<file path="config.mk">
export PLATFORM = sky130hd
export DESIGN_NAME = reg_file_scoreboard
export DESIGN_NICKNAME = d
export VERILOG_FILES = /design/src/rtl/rf_pkg.sv /design/src/rtl/rf_scoreboard.sv /design/src/rtl/reg_file_scoreboard.sv
export SDC_FILE = /design/constraint.sdc
export NUM_CORES = 1
export LEC_CHECK = 0
export ABC_AREA = 1
export CORE_ASPECT_RATIO = 1.25
export CORE_MARGIN = 10
export CORE_UTILIZATION = 35
export CTS_BUF_LIST = sky130_fd_sc_hd__clkbuf_8
export DETAILED_ROUTE_END_ITERATION = 16
export PLACE_DENSITY_LB_ADDON = 0.25
export SLEW_MARGIN = 20
export SYNTH_ARGS = -nofsm -noshare
export SYNTH_HDL_FRONTEND = slang
export SYNTH_SLANG_ARGS = --single-unit
</file>
<file path="constraint.sdc">
create_clock -name Clock -period 5.9 [get_ports Clock]
set_clock_uncertainty 0.15 [all_clocks]
set_input_delay 0.59 -clock Clock [delete_from_list [all_inputs] [get_ports Clock]]
set_output_delay 0.59 -clock Clock [all_outputs]
set_load 0.1 [all_outputs]
</file>
<file path="src/rtl/rf_pkg.sv">
// Shared defaults, types and constants for the register file and its scoreboard.
package rf_pkg;

  localparam int DATA_WIDTH = 24;
  localparam int ADDR_WIDTH = 4;
  localparam int DEPTH      = 2 ** ADDR_WIDTH;

  // Address of the hardwired zero register when that option is enabled.
  localparam int ZERO_ADDR  = 0;

  typedef logic [ADDR_WIDTH-1:0] reg_addr_t;
  typedef logic [DATA_WIDTH-1:0] reg_data_t;

endpackage

</file>
<file path="src/rtl/rf_scoreboard.sv">
// Per-register busy scoreboard: issue marks a destination pending, port B
// writeback or Flush clears it. Also provides hazard outputs and a busy count.
module rf_scoreboard
  import rf_pkg::*;
#(
  parameter int ADDR_WIDTH = rf_pkg::ADDR_WIDTH,
  parameter int ZERO_REG   = 1
) (
  input  logic                  clk,
  input  logic                  rstN,
  input  logic [ADDR_WIDTH-1:0] rs,
  input  logic [ADDR_WIDTH-1:0] rt,
  input  logic [ADDR_WIDTH-1:0] wbAddr,
  input  logic                  wbValid,
  input  logic                  issueValid,
  input  logic [ADDR_WIDTH-1:0] issueRd,
  input  logic                  flush,
  output logic                  issueStall,
  output logic                  busyRs,
  output logic                  busyRt,
  output logic [ADDR_WIDTH:0]   busyCount
);

  localparam int NREG = 2 ** ADDR_WIDTH;

  logic [NREG-1:0]     busyReg;
  logic [NREG-1:0]     busyNext;
  logic [ADDR_WIDTH:0] countNext;
  logic                issueAccept;
  logic                issueToZero;

  assign issueToZero = (ZERO_REG != 0) && (int'(issueRd) == ZERO_ADDR);

  // A stalled issue is simply dropped; Flush also suppresses any issue.
  assign issueStall  = issueValid && busyReg[issueRd];
  assign issueAccept = issueValid && !issueStall && !flush && !issueToZero;

  // A register being cleared by port B this cycle no longer counts as a hazard.
  assign busyRs = busyReg[rs] && !(wbValid && (wbAddr == rs));
  assign busyRt = busyReg[rt] && !(wbValid && (wbAddr == rt));

  generate
    for (genvar gi = 0; gi < NREG; gi++) begin : gBusy
      // Set by accepted issue, else cleared by flush/writeback, else hold.
      always_comb begin
        busyNext[gi] = busyReg[gi];
        if (issueAccept && (int'(issueRd) == gi)) begin
          busyNext[gi] = 1'b1;
        end else if (flush || (wbValid && (int'(wbAddr) == gi))) begin
          busyNext[gi] = 1'b0;
        end
        if ((ZERO_REG != 0) && (gi == ZERO_ADDR)) begin
          busyNext[gi] = 1'b0;
        end
      end
    end
  endgenerate

  // Population count of the next busy vector, so the count tracks the bits exactly.
  always_comb begin
    countNext = '0;
    for (int i = 0; i < NREG; i++) begin
      countNext = countNext + {{ADDR_WIDTH{1'b0}}, busyNext[i]};
    end
  end

  // Busy bits and count update together on every edge.
  always_ff @(posedge clk or negedge rstN) begin
    if (!rstN) begin
      busyReg   <= '0;
      busyCount <= '0;
    end else begin
      busyReg   <= busyNext;
      busyCount <= countNext;
    end
  end

endmodule

</file>
<file path="src/rtl/reg_file_scoreboard.sv">
// Register file with two combinational read ports, an ALU write port (A), a
// late writeback port (B), optional bypass and zero register, and a busy scoreboard.
module reg_file_scoreboard
  import rf_pkg::*;
#(
  parameter int DATA_WIDTH = rf_pkg::DATA_WIDTH,
  parameter int ADDR_WIDTH = rf_pkg::ADDR_WIDTH,
  parameter int BYPASS     = 1,
  parameter int ZERO_REG   = 1
) (
  input  logic                  Clock,
  input  logic                  Reset_n,
  input  logic [ADDR_WIDTH-1:0] RS,
  input  logic [ADDR_WIDTH-1:0] RT,
  output logic [DATA_WIDTH-1:0] ReadRS,
  output logic [DATA_WIDTH-1:0] ReadRT,
  input  logic [ADDR_WIDTH-1:0] RD,
  input  logic [DATA_WIDTH-1:0] WriteData,
  input  logic                  RegWrite,
  input  logic [ADDR_WIDTH-1:0] WbAddr,
  input  logic [DATA_WIDTH-1:0] WbData,
  input  logic                  WbValid,
  input  logic                  IssueValid,
  input  logic [ADDR_WIDTH-1:0] IssueRD,
  output logic                  IssueStall,
  output logic                  BusyRS,
  output logic                  BusyRT,
  output logic [ADDR_WIDTH:0]   BusyCount,
  input  logic                  Flush
);

  localparam int NREG = 2 ** ADDR_WIDTH;

  logic [DATA_WIDTH-1:0] regMem [NREG];
  logic [ADDR_WIDTH-1:0] rdAddr [2];
  logic [DATA_WIDTH-1:0] rdData [2];
  logic                  writeA;
  logic                  writeB;

  assign writeA = RegWrite && !((ZERO_REG != 0) && (int'(RD) == ZERO_ADDR));
  assign writeB = WbValid  && !((ZERO_REG != 0) && (int'(WbAddr) == ZERO_ADDR));

  // Storage; port A is applied after port B so the younger op wins on a collision.
  always_ff @(posedge Clock or negedge Reset_n) begin
    if (!Reset_n) begin
      for (int i = 0; i < NREG; i++) begin
        regMem[i] <= '0;
      end
    end else begin
      if (writeB) begin
        regMem[WbAddr] <= WbData;
      end
      if (writeA) begin
        regMem[RD] <= WriteData;
      end
    end
  end

  assign rdAddr[0] = RS;
  assign rdAddr[1] = RT;
  assign ReadRS    = rdData[0];
  assign ReadRT    = rdData[1];

  generate
    for (genvar gi = 0; gi < 2; gi++) begin : gRead
      // Read mux: zero register, then port A bypass, then port B bypass, then storage.
      always_comb begin
        rdData[gi] = regMem[rdAddr[gi]];
        if ((ZERO_REG != 0) && (int'(rdAddr[gi]) == ZERO_ADDR)) begin
          rdData[gi] = '0;
        end else if ((BYPASS != 0) && RegWrite && (RD == rdAddr[gi])) begin
          rdData[gi] = WriteData;
        end else if ((BYPASS != 0) && WbValid && (WbAddr == rdAddr[gi])) begin
          rdData[gi] = WbData;
        end
      end
    end
  endgenerate

  rf_scoreboard #(
    .ADDR_WIDTH (ADDR_WIDTH),
    .ZERO_REG   (ZERO_REG)
  ) uScoreboard (
    .clk        (Clock),
    .rstN       (Reset_n),
    .rs         (RS),
    .rt         (RT),
    .wbAddr     (WbAddr),
    .wbValid    (WbValid),
    .issueValid (IssueValid),
    .issueRd    (IssueRD),
    .flush      (Flush),
    .issueStall (IssueStall),
    .busyRs     (BusyRS),
    .busyRt     (BusyRT),
    .busyCount  (BusyCount)
  );

endmodule

</file>
==> run metrics <==
status finished, final reports clean; worst path bufs/invs 5; grt ovf 0; postcts setup bufs 0; nets about 4400; routed via count approximately 31000; Period Utilization, post-route a little over four fifths; wire per inst ~24 um; Die Wd ~270 um; kind of end point of the critical path flip-flop; Synth Area per Inst 6.37 sq um; #FFs+latches synth 404; core area around 80000 sq um; htree depth 3; top cells by area, synth dfrtp_1 (36%), nand2_1 (22%), nand3_1 (9.0%), o211ai_1 (7.1%), o21ai_0 (5.8%); Starting Density ~35%; PortBufs 129; Post-synth EDFFs 0; Max Cap Viol 0; initial antenna violation count 19; cell family with the largest share of critical-path delay adder cells; DR vias/cell around 5.7; final wirelength between 100000 and 150000 um; io pins 130; GRT Total Usage a little over a quarter; final hold violations 0; post-synth top area share 35.6%; Setup Viol. Count Final 0; # DRC 0; relative slew slack 30.7%; asr flop ratio synth between 90% and 100%; drt pass-1 iters 6; VDD IR-drop max a little under 0.2 mV; HPWL Detailed 75100 um; largest net degree at the start of global routing 130; most frequent cell after synthesis nand2_1; Worst Hold Class primary input to flip-flop; row cnt 116; leak pwr ~16 nW; CP arrival 5410 ps; critical path's slowest cell clkdlybuf4s50_1; min cycle time layout 4970 ps; clk buf depth 3; Fin Hold WS ~200 ps; post-synth cell types 31; clk sinks slightly above 400; die height between 300 and 400 um; Clock transition at path regs roughly 60 ps; Final ANT Viol Nets 0; TNS Setup 0 ps; Worst Tran Pin Value 1040 ps; # placed instances 5324; starting DRC count in detailed routing a little over 4000; clk_lat worst skew roughly 710 ps; Placer Congestion between 0.8 and 0.9; Syn-to-layout area delta 11.6%; crit-path cells clkdlybuf4s50_1, buf_4, o21ai_0, nand2_1, nand2_1, nand2_1, nand2_1, nor2_1, nand2_1, o21ai_1, ha_1, fa_1, fa_1, fa_1, inv_1, fa_1, inv_1, ha_1, inv_1, fa_1, xnor2_1; Max Fclk 201 MHz; Setup CP Type primary input to flip-flop; TritonCTS clock tree yes; non-filler cells, final ~5500; layout cell share with drive strength beyond 1 7.04%; synthesized net count 4548; Required @ worst endpoint between 6000 and 7000 ps; RSZ-0062 raised after global routing no; PwrDens ~320 nW/um^2; post-synthesis cell count between 4000 and 5000; Mapped Area ~28000 sq um; clock root cell clkbuf_8; Synth top cells by count nand2_1 (1664), nand3_1 (508), dfrtp_1 (404); YS warnings 0; CTS buffer count 80; global-route wire length before repair a little under 200000 um; Pins Over Slew Limit 0; vias in the first global route 28810; die area just over 90000 sq um; most used flip-flop cell after synthesis dfrtp_1; Worst Path Max Fanout 7; post-synth top area cell dfrtp_1; crit-path max cell delay approximately 600 ps; critical path startpoint category primary input; sequential area share after synthesis a little over a third
-- tightest hold or removal path: cells and delay by family --
kind,cells,cell delay [ps]
AOI/OAI and AO/OA,1,70
and+or+nand+nor,1,110
buffers and inverters,1,190
-- timing repair --
action,CTS,global route
gates resized for setup,0,0
endpoints found under the setup margin,0,0
hold buffers,1,0
hold endpoints to repair,102,0
-- metal layers --
layer	vias to the layer above	GRT usage, %	wire length, um
li1	14279	-	-
met1	14695	36.1	52700
met2	1844	41.4	57600
met3	381	5.01	13700
met4	2	14.6	6670
met5	-	0	9
-- cells in the final DEF, fill, tap and decap left out, types with 10 or more instances in the layout --
cell type        instances
dfrtp_1                404
nand3_1                496
o21ai_1                 37
inv_1                  424
inv_2                   11
diode_2                 21
a31oi_1                 74
clkdlybuf4s50_1         69
nand4_1                 36
buf_4                  128
nand2_1               1654
o211ai_1               267
nand2_2                 10
nor2_1                 152
o21ai_0                328
a21oi_1                123
clkbuf_8                99
-- kinds of logic (layout without fill, tap and decap cells) --
group,Yosys count,after routing,synth area share [%]
XOR/XNOR,5,5,0.154
AND/OR/NAND/NOR,2383,2383,34.3
AO/OA/AOI/OAI,835,835,17.5
adder cells (fa/ha/maj),15,15,0.899
other,0,21,0
buffers and inverters,817,762,11.5
flip-flops,404,404,35.6
-- area by class of cell --
class,instances,area (sq um)
fill,8649,48600
multi-input combinational,3238,15200
sequential,404,10100
timing repair buffer,212,1860
inverter,409,1550
clock buffer,98,1350
tap,1062,1330
clock inverter,43,239
antenna,21,52.6
-- per-stage QoR --
step                total power, mW  cell area (sq um)  utilization [%]  setup WS [ps]
CTS                            10.0              31600             39.4            928
finish                         10.0              31700             39.5            930
global placement               7.02              30000             37.4            160
floorplan                      6.16              28400                -           1030
global route                   10.6              31700             39.5            466
detailed placement             7.06              30000             37.4            178
-- where the power goes --
part / internal, mW / leakage [nW] / switching [mW]
logic: 1.05 / 9.87 / 2.30
clock network: 1.58 / 0.919 / 1.37
registers: 3.40 / 4.78 / 0.326
-- registers in the layout (all words and copies together) (netlist names) --
| name | cells |
|---|---|
| regMem | 384 |
| uScoreboard.busyCount | 5 |
| uScoreboard.busyReg | 15 |
-- final timing paths --
kind / start / end / slack, ps / cells after the start
max: IssueRD[0] / uScoreboard.busyCount[2] / 930 / 21
min: WbValid / regMem[266] / 190 / 3
max reg2reg: uScoreboard.busyReg[5] / uScoreboard.busyCount[2] / 1130 / 20
min reg2reg: regMem[379] / regMem[379] / 250 / 0
max in group asynchronous: Reset_n / regMem[213] / 3840 / 3
min in group asynchronous: Reset_n / regMem[317] / 400 / 2
Power figures use the tool's default switching activity.
